### src/rtl/pair_pkg.sv
// Shared types and constants for the pair-window counter block.
package pair_pkg;

    typedef enum logic {
        IDLE  = 1'b0,
        COUNT = 1'b1
    } pair_state_e;

    localparam int PAIR_WIN_LEN_DEFAULT = 16;

    // Width that holds every count 0..win_len inclusive.
    function automatic int pair_cnt_w(input int win_len);
        return $clog2(win_len + 1);
    endfunction

endpackage

### src/rtl/pair_run_tracker.sv
// Longest run of consecutive sampled pair flags within one window.
// peak is combinational so the close-cycle sample is already included.
module pair_run_tracker import pair_pkg::*; #(
    parameter int CNT_W = pair_cnt_w(PAIR_WIN_LEN_DEFAULT)
) (
    input  logic             clk,
    input  logic             reset,
    input  logic             sample_en,
    input  logic             pair_in,
    input  logic             win_close,
    output logic [CNT_W-1:0] peak
);

    logic [CNT_W-1:0] run_q;
    logic [CNT_W-1:0] peak_q;
    logic [CNT_W-1:0] run_next;

    always_comb begin
        run_next = '0;
        if (pair_in) begin
            run_next = run_q + CNT_W'(1);
        end
        peak = peak_q;
        if (sample_en && (run_next > peak_q)) begin
            peak = run_next;
        end
    end

    // Unqualified cycles hold both counters, so gaps never break a run.
    always_ff @(posedge clk) begin
        if (reset) begin
            run_q  <= '0;
            peak_q <= '0;
        end else if (win_close) begin
            run_q  <= '0;
            peak_q <= '0;
        end else if (sample_en) begin
            run_q  <= run_next;
            peak_q <= peak;
        end
    end

endmodule

### src/rtl/pair_window_counter.sv
// Counts pair-detect flags over windows of WIN_LEN samples and hands results to a reader.
// Build option PAIR_RUN_EN adds the longest-run tracker; otherwise max_run is tied to 0.
//
//  state | meaning
//  IDLE  | waiting for the first qualified sample after reset
//  COUNT | windows running back-to-back; left only through reset
module pair_window_counter import pair_pkg::*; #(
    parameter  int WIN_LEN = PAIR_WIN_LEN_DEFAULT,
    localparam int CNT_W   = pair_cnt_w(WIN_LEN)
) (
    input  logic             clk,
    input  logic             reset,
    input  logic             pair_in,
    input  logic             sample_en,
    output logic [CNT_W-1:0] cnt_data,
    output logic [CNT_W-1:0] max_run,
    output logic             cnt_valid,
    input  logic             cnt_ready,
    output logic             overrun,
    input  logic             ovr_clr,
    output logic             busy
);

    localparam logic [CNT_W-1:0] LAST_LEFT = CNT_W'(WIN_LEN - 1);

    pair_state_e      state;
    logic [CNT_W-1:0] samples_left;
    logic [CNT_W-1:0] pair_cnt;
    logic [CNT_W-1:0] final_cnt;
    logic             win_close;
    logic             accept;
    logic             load;
    logic             drop;

    assign win_close = sample_en && (samples_left == '0);
    assign final_cnt = pair_cnt + CNT_W'(pair_in);
    assign accept    = cnt_valid && cnt_ready;
    assign load      = win_close && (!cnt_valid || cnt_ready);
    assign drop      = win_close && !load;

    always_ff @(posedge clk) begin
        if (reset) begin
            state <= IDLE;
            busy  <= 1'b0;
        end else begin
            case (state)
                IDLE: begin
                    if (sample_en) begin
                        state <= COUNT;
                        busy  <= 1'b1;
                    end
                end
                COUNT: begin
                    state <= COUNT;
                    busy  <= 1'b1;
                end
                default: begin
                    state <= IDLE;
                    busy  <= 1'b0;
                end
            endcase
        end
    end

    // Window timer counts down to terminal count 0; samples count in IDLE too.
    always_ff @(posedge clk) begin
        if (reset) begin
            samples_left <= LAST_LEFT;
            pair_cnt     <= '0;
        end else if (win_close) begin
            samples_left <= LAST_LEFT;
            pair_cnt     <= '0;
        end else if (sample_en) begin
            samples_left <= samples_left - CNT_W'(1);
            pair_cnt     <= final_cnt;
        end
    end

    always_ff @(posedge clk) begin
        if (reset) begin
            cnt_data  <= '0;
            cnt_valid <= 1'b0;
            overrun   <= 1'b0;
        end else begin
            if (load) begin
                cnt_data  <= final_cnt;
                cnt_valid <= 1'b1;
            end else if (accept) begin
                cnt_valid <= 1'b0;
            end
            if (drop) begin
                overrun <= 1'b1;
            end else if (ovr_clr) begin
                overrun <= 1'b0;
            end
        end
    end

`ifdef PAIR_RUN_EN
    logic [CNT_W-1:0] run_peak;

    pair_run_tracker #(
        .CNT_W (CNT_W)
    ) u_run_tracker (
        .clk       (clk),
        .reset     (reset),
        .sample_en (sample_en),
        .pair_in   (pair_in),
        .win_close (win_close),
        .peak      (run_peak)
    );

    always_ff @(posedge clk) begin
        if (reset) begin
            max_run <= '0;
        end else if (load) begin
            max_run <= run_peak;
        end
    end
`else
    assign max_run = '0;
`endif

endmodule

### config.mk
export PLATFORM = sky130hd
export DESIGN_NAME = pair_window_counter
export DESIGN_NICKNAME = d
export VERILOG_FILES = /design/src/rtl/pair_pkg.sv /design/src/rtl/pair_run_tracker.sv /design/src/rtl/pair_window_counter.sv
export SDC_FILE = /design/constraint.sdc
export NUM_CORES = 1
export LEC_CHECK = 0
export BUFFER_PORTS_ARGS = -buffer_cell sky130_fd_sc_hd__buf_2
export CORE_MARGIN = 4
export CORE_UTILIZATION = 51
export CTS_CLUSTER_SIZE = 12
export DETAILED_ROUTE_END_ITERATION = 8
export GPL_TIMING_DRIVEN = 0
export PLACE_DENSITY = 0.78
export SLEW_MARGIN = 5
export SYNTH_ARGS = -nofsm -noshare
export SYNTH_HDL_FRONTEND = slang
export SYNTH_HIERARCHICAL = 1
export SYNTH_SLANG_ARGS = --single-unit
### constraint.sdc
create_clock -name clk -period 1.7 [get_ports clk]
set_input_delay 0.34 -clock clk [delete_from_list [all_inputs] [get_ports clk]]
set_output_delay 0.34 -clock clk [all_outputs]
set_load 0.005 [all_outputs]
== Word-level counts from Yosys, hierarchy flattened ==
Cells that the tools add are included.

* Muxes and demuxes: 8
* Equal/unequal tests: 1
* Reductions and logical operators: 11
* Add/subtract/negate cells: 2
* Bitwise logic cells: 1

{| class="wikitable"
|+ Operators by type and width
! operator !! count
|-
| two-way mux 1 bit || 6
|-
| adder 5 x 1 -> 5 bit || 1
|-
| logical NOT 5 bit || 1
|-
| subtractor 5 x 1 -> 5 bit (second input constant) || 1
|-
| logical AND 1 bit || 4
|-
| case mux 1 bit (2 select lines) || 2
|-
| nonzero test 2 bit || 2
|-
| logical NOT 1 bit || 2
|-
| != test 2 bit (second input constant) || 1
|-
| OR reduction 2 bit || 1
|-
| logical OR 1 bit || 1
|-
| NOT 1 bit || 1
|}

* Bits of input ports: 6
* Logic and storage cells: 30
* Output and inout port bits: 13
* Register bits: 19

== Logic depth before layout (Yosys ltp) ==
Gate-level depths: netlist of the first run.

* Depth after elaboration: 6
* Mapped depth: 6
* Depth with buffers taken out: 5

== Least setup slack after synthesis of the first run ==
Ideal clock, no wire load.

* Kind: register to register
* From: reg samples_left[0]
* To: reg samples_left[0]
* Setup slack: 0.406 ns
* Cell stages (with the launch flop): 7
* Setup time: 0.123 ns
* Arrival: 1.171 ns
* Path buffers: 1
* Cells stage by stage: dfxtp_1 > inv_1 > ha_1 > and4bb_1 > buf_6 > a21oi_1 > nand2_1

* Longest elaborated chain between the ends: 3

{| class="wikitable"
|+ RTL lines
! what !! RTL line !! text
|-
| start: declaration || pair_window_counter.sv:27 || <nowiki>logic [CNT_W-1:0] samples_left;</nowiki>
|-
| start signal: assignment || pair_window_counter.sv:74 || <nowiki>samples_left <= samples_left - CNT_W'(1);</nowiki>
|-
| branches (longest 3 deep; another with subtractor 5 x 1 -> 5 bit) || -- ||
|}

Several ways; the timed one is not identified.
A chain may end at the register's enable or synchronous reset.

== Worst setup path in the final report of the first run ==
* From: reg samples_left[0]
* To: reg samples_left[1]

The elaborated chain is that of the path after synthesis.

==> out/results.txt, run 1 <==
After synthesis, the cell types taking the most area are sky130_fd_sc_hd__dfxtp_1 (44%), sky130_fd_sc_hd__xor2_1 (5.1%), sky130_fd_sc_hd__buf_4 (4.4%). The time the final worst path needs with I/O delays and setup is 1.47 ns. The total of fill cells in the finished design is 138. In the synthesized netlist, the cells that appear most often are sky130_fd_sc_hd__dfxtp_1 (19), sky130_fd_sc_hd__nor2_1 (9), sky130_fd_sc_hd__a21oi_1 (6). Setup repair after global routing left no endpoint under its margin. The via count of the first global-routing pass came out at 593. Counting every sink on the clock net gives 19. The number of gates resized after CTS was 0. The count of nets after finishing was 124; the standard cell core area was 0.00154 sq mm.

The run gives 957 sq um as the total placed instance area. The sequential cells in the finished layout cover a total of 380 sq um. The count of nets left with antenna violations once routing finished came out at 0. The post-route netlist has 21.1% of its cells at a drive strength greater than 1.

The average cell area after synthesis came out at 9.22 sq um. Synthesis inferred 19 register bits. In this run the count of I/O pins placed on the die edge is 19. The count of port buffers added during placement was 13; the total number of vias was 669. For this run, the slowest stage of the critical path takes 0.38 ns. The number of synthesis warnings came out at 6. After synthesis the cells add up to 857 sq um. The class of the tightest hold or removal check was primary input to flop. The logs give 130 for the number of standard cells in the layout, taps in and fillers out and 0 for the initial antenna violation count.

The number of standard cells after synthesis is 93. For this block, the routed nets add up to 1.53 mm of wire. In this run, CTS created clock tree buffers numbering 3. The most used flip-flop cell after synthesis is sky130_fd_sc_hd__dfxtp_1. In this run the static leakage power is 0.456 nW. Per-cell via count in the routed design: 5.15. After synthesis, the largest family of logic cells by area is simple AND/OR/NAND/NOR gates. Of the total synthesized cell area, the portion taken by AND, OR, NAND and NOR gates is 17.4%. TritonCTS built the clock tree. The congestion estimate from routability-driven global placement came to 0.780. The run finished with clean final reports. The floorplan step defined a die boundary enclosing 0.00240 sq mm. The first routing iteration left 15 violations. The clock tree root driver cell was sky130_fd_sc_hd__clkbuf_4. In the routed design, unresolved DRC markers number 0. The first global-routing pass estimated 2.62 mm of wire. Setup violations remaining at the end of the flow were counted as 0. The max-slew violation total from the final report is 0.

The proportion of register bits with asynchronous set or reset after synthesis is 0%. In this run the worst path has a maximum fanout of 10. The HPWL after detailed placement is 1.20 mm, and the number of enable flip-flop cells after synthesis is 0.

The slowest stage of the critical path is the sky130_fd_sc_hd__dfxtp_1 cell. The total overflow reported by the global router is 0. The worst setup path is of the flop to flop kind. The synthesized design spends more area on one cell type than any other, namely sky130_fd_sc_hd__dfxtp_1. The clock transition at the registers of the reported paths works out to 0.09 ns. Power density over the cells: 757 mW/mm^2. The number of endpoints with negative hold slack in the final report is 0. The antenna diode count came out at 0.

Worst-skew pair later-pin latency: 0.28 ns. At the worst endpoint, the arrival time is 1.64 ns. The area overhead of the layout relative to synthesis is 14.7%, and the footprint of the multi-input gates is 410 sq um.

Summing the areas of all fa, ha and maj instances in the mapped netlist gives 4.38% of the synthesized area. The tools report the distinct cell type count of the synthesized netlist as 32. In this run the horizontal extent of the chip is 49.0 microns.

For the final routed database, the setup TNS stands at 0 ns. Of the total synthesized cell area, the portion taken by XOR and XNOR cells is 8.18%. The tools report the number of placement rows as 14.

The tools report the nature of the critical path startpoint as a flop. The proportion of synthesized area in mux cells is 2.34%, and the achievable clock frequency is 679 MHz. Number of placed cells counting well taps: 126.

In the final routed layout, each cell accounts on average for 11.8 microns. The run gives 0.513 mV as the peak ir drop on the vdd network. Once the clock tree was built, the setup fixing pass inserted 0 buffers.

Most instantiated library cell after synthesis: sky130_fd_sc_hd__dfxtp_1. The tools report the number of hold buffers added after cts as 0. Traced cell by cell, the critical path runs through inv_1, ha_1, and4bb_1, buf_6, a21oi_1, nand2_1. The run gives 0.00184 ns as the maximum clock skew at final layout. The maximum clock path buffer count is 2. The worst path uses 86.7% of the clock period. The H-tree depth came out at 1. Number of max-cap violations: 0.

The synthesized netlist devotes 13.4% of its cell area to compound gates. Height of the die: 49.0 microns. In this run the biggest area consumer among cell types represents 44.4% of the synthesized area. At the worst endpoint, the required time is 1.87 ns. The post-layout instance area came out at 983 sq um. The tools report the count of TritonRoute iterations in the first routing pass as 4. The worst setup path is captured at a flop. Final hold slack: 0.299 ns.

The initial utilization of the core area, before any placement, comes to 55.6%. Entering global routing, the biggest net connects 11 pins. After layout, the design draws a total of 0.744 mW. The overall track demand over capacity in global routing is 13.8%.

The share of synthesized area occupied by flip-flops and latches is 44.4%.
==> area by class of cell <==
type / count / share of cell area (%)
clock buffer: 4 / 2.67
multi-input combinational: 64 / 41.7
timing repair buffer: 13 / 6.62
buffer: 9 / 6.36
inverter: 5 / 1.91
sequential: 19 / 38.7
tap: 16 / 2.04
==> worst paths after layout <==
path	start	to	slack, ns	cells after the start
worst max-delay path	samples_left[0]	samples_left[1]	0.23	6
worst max register to register	samples_left[0]	samples_left[1]	0.23	6
worst min register to register	busy	busy	0.45	2
worst min-delay path	reset	samples_left[2]	0.30	2
==> metal layers <==
layer  global-route usage [%]  wire, microns
met3                     4.59             77
met4                     5.38             16
met1                     17.0            739
met5                        0              0
met2                     22.0            695
==> through the flow <==
| step | setup WS (ns) | utilization (%) |
|---|---|---|
| after floorplan | 0.406 | - |
| after global placement | 0.305 | 62.1 |
| after detailed placement | 0.248 | 62.1 |
| after CTS | 0.212 | 63.8 |
| after global routing | 0.0725 | 63.8 |
| final | 0.227 | 63.8 |
==> worst max-delay path, delay by kind of cell, from the launching register on <==
kind | cells | cell delay [ns]
AOI/OAI and AO/OA | 1 | 0.25
adders and majority gates | 1 | 0.23
buffers and inverters | 2 | 0.20
DFF | 1 | 0.38
and+or+nand+nor | 2 | 0.30
==> sequential cells by signal (all words and copies together), names as in the netlist <==
register,count
cnt_valid,1
samples_left,5
busy,1
pair_cnt,5
state,1
overrun,1
cnt_data,5
==> power breakdown <==
group	total [mW]	switching, mW	leakage (nW)	internal, mW
Combinational	0.0660	0.0343	0.286	0.0317
Clock	0.214	0.123	0.0150	0.0911
Sequential	0.464	0.00740	0.154	0.456
Total	0.744	0.165	0.456	0.579
==> cells by family after synthesis <==
family | count (synthesis)
AOI/OAI and AO/OA | 18
xor gates and xnor gates | 8
adders and majority gates | 3
buffers and inverters | 14
DFF | 19
muxes | 2
other | 1
and+or+nand+nor | 28
==> placed cells by master, fill, tap and decap left out, types with 4 or more instances in the layout <==
cell                      Yosys  routed
sky130_fd_sc_hd__nand2_1      5       5
sky130_fd_sc_hd__buf_4        5       5
sky130_fd_sc_hd__xor2_1       5       5
sky130_fd_sc_hd__dfxtp_1     19      19
sky130_fd_sc_hd__inv_1        4       4
sky130_fd_sc_hd__buf_2        1      14
sky130_fd_sc_hd__conb_1       1       5
sky130_fd_sc_hd__nand4_1      4       4
sky130_fd_sc_hd__nor2_1       9       9
sky130_fd_sc_hd__a21oi_1      6       6
(Power assumes the default switching activity.)
==> inputs of run 2 (changes only) <==
Settings changed: CORE_MARGIN 4 to unset, SYNTH_HIERARCHICAL 1 to unset.
==> out/results.txt, run 2 <==
In the final routed layout, each cell accounts on average for 10.6 microns. The die covers 0.00185 sq mm. 19 I/O pins were placed.

For the via count of the first global-routing pass, the log shows 596. Measured along the y axis, the die boundary spans 43.0 microns. In the final layout, the share of cells above drive strength 1 is 21.1%. In the layout the commonest cells are sky130_fd_sc_hd__dfxtp_1 (19), sky130_fd_sc_hd__buf_2 (14), sky130_fd_sc_hd__nor2_1 (9), sky130_fd_sc_hd__a21oi_1 (6).

For this design the static power due to leakage is 0.456 nW. The number of setup buffers added after CTS is 0. Yosys attributes the largest share of cell area to sky130_fd_sc_hd__dfxtp_1 (44%), sky130_fd_sc_hd__xor2_1 (5.1%), sky130_fd_sc_hd__buf_4 (4.4%). The run gives 0 as the final-report setup violation count. sky130_fd_sc_hd__dfxtp_1 takes more of the synthesized area than any other cell. The worst setup path is captured at a flop.

The run gives 93 as the number of standard cells after synthesis. The die is 43.0 microns wide. The count of port buffers added during placement came out at 13.

In the synthesized netlist, the cells that appear most often are sky130_fd_sc_hd__dfxtp_1 (19), sky130_fd_sc_hd__nor2_1 (9), sky130_fd_sc_hd__a21oi_1 (6). The analysis attributes to net switching a power of 0.166 mW. After global routing the overflow that remains totals 0. The first global-routing pass estimated 2.48 mm of wire. The synthesized netlist occupies a cell area of 857 sq um. The internal portion of the total power is 0.579 mW. The largest net degree at the start of global routing came out at 11.

For this design, the sink count on the clock tree is 19. The critical path in this run is classified as flop to flop. The logs give 0.376 mV for the peak ir drop on the vdd network and 0 for the max-slew violation total from the final report.

The number of endpoints with negative hold slack in the final report is 0, and the initial cell density of the core is 55.6%. The later pin in the worst-skew pair is clocked with a latency of 0.28 ns. The core region is 0.00154 sq mm. The layout has 137 filler cells. In the final timing run, aggregate negative setup slack is 0 ns.

STA puts the critical path data required time at 1.88 ns. For this run, the detailed router's first-pass iteration total came to 4. In this run the worst path has a maximum fanout of 10.

TritonCTS built the clock tree. The initial antenna violation count came out at 0. The overall track demand over capacity in global routing was 17.8%.

The average cell area after synthesis was 9.22 sq um; the H-tree depth was 1. In the final layout, the registers with the most flip-flops are cnt_data x5, pair_cnt x5, samples_left x5. The detail route stage leaves a number of antenna-violating nets equal to 0.

The synthesized netlist contains 32 unique library cells. The worst hold path belongs to the class primary input to flop. The logs give 63.8% for the utilization of the core after routing and 0 for the number of hold buffers added after cts. The power density over the cells was 758 mW/mm^2; the final period utilization was 85.4%. The antenna diode count is 0.

For this run, the number of Yosys warnings is 0. For the share of synthesized area occupied by flip-flops and latches, the log shows 44.4%. Combinational logic is responsible for 8.8% of the overall power. Yosys mapped a number of flops with a built-in enable equal to 0. The violation count after the first detailed-routing iteration was 14; the maximum clock skew at final layout was 0.00296 ns.

The routed layout has 659 vias. For the number of placement rows, the log shows 14. The sequential cells in the finished layout cover a total of 380 sq um.

The count of cells resized by post-cts repair is 0. Of all flip-flops after synthesis, the portion carrying an async set or reset was 0%. Summing all multi-input logic gate instances after layout gives 410 sq um. Setup repair after global routing left no endpoint under its margin.

Across the run, the number of max-cap violations was 0. The library cell used most frequently in the layout, excluding fill and tap cells, is sky130_fd_sc_hd__dfxtp_1. The area overhead of the layout relative to synthesis is 14.7%, and the weighted congestion at the end of routability-driven global placement is 0.750. The synthesized design contains 19 register bits.

Nature of the critical path startpoint: a flop. The HPWL after detailed placement was 1.07 mm; the share of the synthesized area in the top cell type was 44.4%. The part of the total power dissipated in sequential elements is 62.2%, and the achievable clock frequency is 689 MHz.

TritonCTS created 3 clock buffers. For this run, design rule violations remaining after detail routing come to 0. The clock transition at the registers of the reported paths is 0.10 ns, and the endpoint arrival time on the critical path is 1.63 ns. The share of total power consumed by net switching came out at 22.2%. In the post-synthesis netlist, the cell with the most instances is sky130_fd_sc_hd__dfxtp_1.

Of the total power, the clock network draws 28.9%. Dominant synthesized flop cell: sky130_fd_sc_hd__dfxtp_1. The flow ran to the end, and the final reports show no timing, DRC or antenna violations.

The routed design has 1.38 mm of wire. Per-cell via count in the routed design: 5.07. The tree is rooted in a sky130_fd_sc_hd__clkbuf_4.

Counting along the longest clock path gives a buffer depth of 2. The worst path in the final design needs a cycle of 1.45 ns, including I/O delays and setup. The final layout contains 124 nets.
run 2: area by class of cell:
type / count / share of cell area [%]
clock buffers: 4 / 2.67
flip-flops and latches: 19 / 38.7
inverters: 5 / 1.91
repair buffers: 13 / 6.62
multi-input cells: 64 / 41.7
plain buffers: 9 / 6.36
well taps: 16 / 2.04
run 2: path summary, 6_finish.rpt:
path | startpoint | endpoint | slack, ns | cells after the start
hold / removal | reset | samples_left[2] | 0.30 | 2
setup / recovery | samples_left[0] | samples_left[1] | 0.25 | 6
hold reg to reg | busy | busy | 0.45 | 2
setup reg to reg | samples_left[0] | samples_left[1] | 0.25 | 6
run 2: layer usage:
layer | vias to the layer above | track usage, % | wire, microns | part of all wire, %
met2 | 15 | 24.2 | 589 | 43
met5 | - | 0 | 0 | 0
met1 | 285 | 25.1 | 725 | 52
li1 | 357 | - | - | -
met4 | 0 | 10.9 | 19 | 1.4
met3 | 2 | 3.83 | 46 | 3.3
run 2: metrics by stage:
| stage | setup WS (ns) | cells | hold WS, ns | cell area (sq um) | total power, mW |
|---|---|---|---|---|---|
| after floorplan | 0.406 | 97 | 0.422 | 872 | 0.519 |
| after global placement | 0.305 | 126 | 0.431 | 957 | 0.536 |
| after detailed placement | 0.266 | 126 | 0.440 | 957 | 0.539 |
| after CTS | 0.255 | 130 | 0.289 | 983 | 0.756 |
| after global routing | 0.126 | 130 | 0.279 | 983 | 0.783 |
| final | 0.248 | 130 | 0.299 | 983 | 0.745 |
run 2: critical path: stages, from the launching register on:
cell,delay [ns]
sky130_fd_sc_hd__dfxtp_1,0.38
sky130_fd_sc_hd__inv_1,0.06
sky130_fd_sc_hd__ha_1,0.23
sky130_fd_sc_hd__and4bb_1,0.21
sky130_fd_sc_hd__buf_6,0.14
sky130_fd_sc_hd__a21oi_1,0.25
sky130_fd_sc_hd__nand2_1,0.08
run 2: cell families (layout without fill, tap and decap cells):
logic type,count (synthesis),count (layout),synth area share [%]
mux,2,2,2.34
compound gates,18,18,13.4
other cells,1,5,0.438
fa+ha+maj,3,3,4.38
simple gates,28,28,17.4
flops,19,19,44.4
buf+inv,14,31,9.49
xor+xnor,8,8,8.18
run 2: power by group through the flow:
stage | clock (mW) | sequential [mW] | combinational (mW)
finish | 0.216 | 0.464 | 0.0658
global route | 0.243 | 0.465 | 0.0749
floorplan | 0 | 0.473 | 0.0466
CTS | 0.227 | 0.464 | 0.0655
detailed placement | 0 | 0.474 | 0.0649
global placement | 0 | 0.473 | 0.0627
